[config.mk]
export PLATFORM = sky130hd
export DESIGN_NAME = serial_subtractor
export DESIGN_NICKNAME = d
export VERILOG_FILES = /design/src/rtl/serial_subtractor_pkg.sv /design/src/rtl/serial_subtractor_one_bit.sv /design/src/rtl/serial_subtractor.sv
export SDC_FILE = /design/constraint.sdc
export NUM_CORES = 1
export LEC_CHECK = 0
export BUFFER_PORTS_ARGS = -buffer_cell sky130_fd_sc_hd__buf_4
export CORE_MARGIN = 4
export CORE_UTILIZATION = 25
export CTS_CLUSTER_DIAMETER = 100
export DETAILED_ROUTE_END_ITERATION = 8
export PLACE_DENSITY = 0.56
export SLEW_MARGIN = 20
export SYNTH_ARGS = -nofsm -noshare
export SYNTH_HDL_FRONTEND = slang
export SYNTH_HIERARCHICAL = 1
export SYNTH_SLANG_ARGS = --single-unit
[constraint.sdc]
create_clock -name clk -period 1.4 [get_ports clk]
set_input_delay 0.28 -clock clk [delete_from_list [all_inputs] [get_ports clk]]
set_output_delay 0.28 -clock clk [all_outputs]
set_load 0.02 [all_outputs]
[src/rtl/serial_subtractor_pkg.sv]
// Shared definitions for the bit-serial subtractor.
//   state_t       : FSM state encoding (2 bits): ST_IDLE, ST_SHIFT, ST_DONE
//   DEFAULT_WIDTH : default operand/result width
package serial_subtractor_pkg;

    typedef enum logic [1:0] {
        ST_IDLE  = 2'd0,
        ST_SHIFT = 2'd1,
        ST_DONE  = 2'd2
    } state_t;

    localparam int DEFAULT_WIDTH = 8;

endpackage : serial_subtractor_pkg

[src/rtl/serial_subtractor_one_bit.sv]
// One-bit full subtractor cell: computes a - b - b_in.
//   a, b  : operand bits
//   b_in  : incoming borrow
//   d     : difference bit
//   b_out : outgoing borrow
module one_bit_full_subtractor (
    input  logic a,
    input  logic b,
    input  logic b_in,
    output logic d,
    output logic b_out
);

    assign d     = a ^ b ^ b_in;
    // Borrow when a=0,b=1, or when a==b and a borrow is already pending.
    assign b_out = (~a & b) | (~(a ^ b) & b_in);

endmodule : one_bit_full_subtractor

[src/rtl/serial_subtractor.sv]
// Bit-serial subtractor: diff = a - b (mod 2^WIDTH), one bit per clock, LSB first.
//   clk, rst_n  : clock, asynchronous active-low reset
//   start       : launch request, sampled only in IDLE
//   a, b        : minuend / subtrahend, captured on the accepting edge
//   busy        : high while shifting
//   done        : one-cycle completion pulse
//   diff        : last completed result, held until the next completion
//   borrow_out  : final borrow of the last result (1 means a < b)
//   dbg_state   : current FSM state, for observation only
//
// Handshake: start is taken on a rising edge only while IDLE; the operation
// then runs WIDTH shift cycles, raises done for one cycle with diff/borrow_out
// updated on that same edge, and returns to IDLE. Requests outside IDLE are
// dropped, not queued.
module serial_subtractor
    import serial_subtractor_pkg::*;
#(
    parameter int WIDTH = DEFAULT_WIDTH
) (
    input  logic             clk,
    input  logic             rst_n,
    input  logic             start,
    input  logic [WIDTH-1:0] a,
    input  logic [WIDTH-1:0] b,
    output logic             busy,
    output logic             done,
    output logic [WIDTH-1:0] diff,
    output logic             borrow_out,
    output state_t           dbg_state
);

    localparam int CW = $clog2(WIDTH + 1);
    localparam logic [CW-1:0] LAST_CNT = CW'(WIDTH - 1);

    state_t           state_q, state_d;
    logic [CW-1:0]    cnt_q;
    logic [WIDTH-1:0] a_sr, b_sr;
    // Only WIDTH-1 result bits need storing; the last bit comes straight
    // from the cell on the completing edge.
    logic [WIDTH-2:0] res_q;
    logic             bw_q;

    logic             load, shift;
    logic             cell_d, cell_bw;
    logic [WIDTH-1:0] res_full;

    one_bit_full_subtractor u_cell (
        .a     (a_sr[0]),
        .b     (b_sr[0]),
        .b_in  (bw_q),
        .d     (cell_d),
        .b_out (cell_bw)
    );

    assign res_full  = {cell_d, res_q};
    assign dbg_state = state_q;

    always_ff @(posedge clk or negedge rst_n) begin
        if (!rst_n) state_q <= ST_IDLE;
        else        state_q <= state_d;
    end

    always_comb begin
        state_d = state_q;
        load    = 1'b0;
        shift   = 1'b0;
        case (state_q)
            ST_IDLE: begin
                if (start) begin
                    state_d = ST_SHIFT;
                    load    = 1'b1;
                end
            end
            ST_SHIFT: begin
                shift = 1'b1;
                if (cnt_q == LAST_CNT) state_d = ST_DONE;
            end
            ST_DONE:  state_d = ST_IDLE;
            default:  state_d = ST_IDLE;
        endcase
    end

    always_ff @(posedge clk or negedge rst_n) begin
        if (!rst_n) begin
            cnt_q      <= '0;
            a_sr       <= '0;
            b_sr       <= '0;
            res_q      <= '0;
            bw_q       <= 1'b0;
            diff       <= '0;
            borrow_out <= 1'b0;
            busy       <= 1'b0;
            done       <= 1'b0;
        end else begin
            busy <= (state_d == ST_SHIFT);
            done <= (state_d == ST_DONE);
            if (load) begin
                a_sr  <= a;
                b_sr  <= b;
                res_q <= '0;
                bw_q  <= 1'b0;
                cnt_q <= '0;
            end else if (shift) begin
                a_sr  <= a_sr >> 1;
                b_sr  <= b_sr >> 1;
                res_q <= res_full[WIDTH-1:1];
                bw_q  <= cell_bw;
                cnt_q <= cnt_q + 1'b1;
                if (state_d == ST_DONE) begin
                    diff       <= res_full;
                    borrow_out <= cell_bw;
                end
            end
        end
    end

endmodule : serial_subtractor

==> qor.csv <==
stage;metric;value;unit
power_and_ir_drop;Tot Pwr;0.00511;W
route;vias per cell;4.55;
floorplanning;DIE WIDTH;91.0;um
yosys;Synth Flop Type;dfrtp_1;
timing;Fmax;707;MHz
layout;fin nets;219;
critical_path;critical path's largest stage delay;0.40;ns
critical_path;CP Buf/Inv Count;1;
timing;final setup fails;8;
yosys;Mapped Nets;179;
timing;period utilisation layout;101;%
critical_path;crit-path max FO;10;
yosys;Async SR Flop Fraction;100;%
layout;area grow syn2layout;31.4;%
power_and_ir_drop;cell area power density;2260;mW/mm2
clock_tree;root buffer cell;clkbuf_8;
floorplanning;initial core utilization;26.4;%
critical_path;CP Cell Sequence;ha_4, nand2_4, nor3_4, buf_12, mux2_2;
route;vias;1257;
floorplanning;Placement Rows;29;
timing;worst slew pin tran;0.532;ns
yosys;mapped cell area;0.00172;mm2
min_path;Hold Crit Class;in -> reg;
critical_path;R2R setup slack;-0.01;ns
timing;Tmin final;1.41;ns
clock_tree;Num CTS Buffers;5;
critical_path;slowest cell on the critical path;dfrtp_1;
global_routing;vias in the first global route;1350;
critical_path;Worst setup SP type;register;
critical_path;kind of end point of the critical path;register;
run_status;failing checks;setup timing;
layout;# fillers;668;
timing;Slew Limit Fails;0;
layout;fraction of layout cells with a size suffix above 1;33.7;%
clock_tree;clk_lat worst skew;0.29;ns
power_and_ir_drop;maximum vdd ir drop;0.608;mV
global_routing;largest net degree at the start of global routing;42;
placement;hpwl dp;2500;um
timing;Setup Skew;0.00803;ns
placement;Place WS;-0.0276;ns
timing;Hold Slack;0.172;ns
yosys;yosys warns;6;
clock_tree;Clock Sinks;41;
floorplanning;core region area;0.00653;mm2
route;drc violations;0;
clock_tree;maximum clock path buffer count;2;
critical_path;critical path's top delay family;flip-flops;
route;WL final;3790;um
yosys;Synth Instances;158;
timing;PnR worst setup slack;-0.0139;ns
flow_run;Max-Cap Viols;0;
critical_path;arrival time at the worst endpoint;1.60;ns
layout;antenna cell count;0;
global_routing;total track usage;9.66;%
timing;Hold Fails Final Rpt;0;
placement;Placer Congestion;0.675;
yosys;sequential area share after synthesis;59.5;%
placement;Port Buffers;31;
clock_tree;H-tree depth;2;
yosys;register bit total from synthesis;41;
global_routing;first-pass GRT wire length;6470;um
timing;Max transition margin;64.6;%
floorplanning;Die H;91.0;um
yosys;Synth cell types;22;
floorplanning;Die Area;0.00828;mm2
timing;RSZ-0062 raised after global routing;true;
clock_tree;CTS tree;built;
route;Final ANT Viol Nets;0;
run_status;status;finished, violations left;
floorplanning;io pins;32;
critical_path;kind of critical path;reg -> reg;
route;first drt pass iteration count;4;
global_routing;initial antenna violation count;0;
yosys;EDFF count, synth;0;
global_routing;grt total ovfl;0;
power_and_ir_drop;leakage;1.13;nW
yosys;synthesized area per cell;10.9;um2
critical_path;data required time of the worst path;1.58;ns
clock_tree;Clk pin slew, worst setup/hold paths;0.09;ns
route;WL/cell;13.7;um
layout;fin util;34.7;%
route;Starting DRT DRC Count;102;
kinds of logic after synthesis:
family	count (synthesis)	synth area share (%)
simple gates	74	20.6
flops	41	59.5
compound gates	16	6.83
buf+inv	13	3.56
mux	11	7.04
fa+ha+maj	2	1.89
xor+xnor	1	0.508
per-layer routing:
layer	share of wire, %	vias to the layer above	global-route usage (%)	routed length [um]
met3	5.4	4	3.14	206
met1	49	592	13.8	1870
met2	44	36	13.9	1670
met4	1.1	0	3.02	40
li1	-	625	-	-
met5	0	-	0	0
report_power, final:
group	leakage, nW	switching [W]	internal [W]
clock network	0.0543	0.000436	0.000534
logic	0.560	0.00114	0.000969
registers	0.518	0.000336	0.00169
metrics by stage:
stage	area, um2	std cells	setup TNS (ns)
finish	2260	276	-0.0766
global route	2260	276	-0.728
CTS	2260	276	-0.137
detailed placement	2120	267	-0.178
global placement	2120	267	0
floorplan	1730	158	-0.674
tightest hold or removal path, stage by stage:
cell and delay, ns:
buf_4 0.08, nand2_1 0.04, nand2_1 0.05
cell usage in the layout, fill, tap and decap left out, types with 2 or more instances in the layout:
cell and instances:
inv_1 3, nand3_1 25, dfrtp_1 39, buf_12 2, clkbuf_8 5, buf_4 40
nand2_1 39, mux2_2 8, mux2i_1 2, dfrtp_2 2, a22oi_1 14
cell usage after synthesis, drive strengths merged, types with 2 or more instances:
library cell / instances / area share (%)
mux2i: 2 / 1.2
buf: 10 / 2.9
nand2: 40 / 8.7
inv: 3 / 0.65
a22oi: 14 / 6.1
nor3: 2 / 1.2
nand3: 25 / 7.3
mux2: 9 / 5.9
dfrtp: 41 / 60
nor3b: 2 / 1.2
registers in the layout, summed over array words and instances, names as in the netlist, 2 cells and up:
register,flops
cnt_q,4
res_q,7
diff,8
b_sr,8
a_sr,8
dbg_state,2
what timing repair did:
item / CTS / global route
hold endpoints to repair: 41 / 0
setup endpoints to repair: 9 / 9
buffers inserted: 0 / 0
hold buffers: 1 / 0
resized for setup: 2 / 0
pin swaps: 0 / 0
worst paths after layout:
check / endpoint / from / cells past startpoint
worst min register to register: a_sr[2] / a_sr[2] / 2
worst max register to register: diff[1] / cnt_q[0] / 5
max in group asynchronous: dbg_state[0] / rst_n / 2
min in group asynchronous: a_sr[5] / rst_n / 2
worst min-delay path: a_sr[7] / a[7] / 3
worst max-delay path: diff[1] / cnt_q[0] / 5
final cells by class:
cell class | instances | area, um2 | area share, %
sequential | 41 | 1030 | 45.4
multi-input combinational | 104 | 662 | 29.2
tap | 77 | 96.3 | 4.26
inverter | 3 | 11.3 | 0.498
clock inverter | 3 | 46.3 | 2.05
clock buffer | 5 | 68.8 | 3.04
timing repair buffer | 43 | 350 | 15.5
Note: power is estimated with default switching activity, not from simulation.
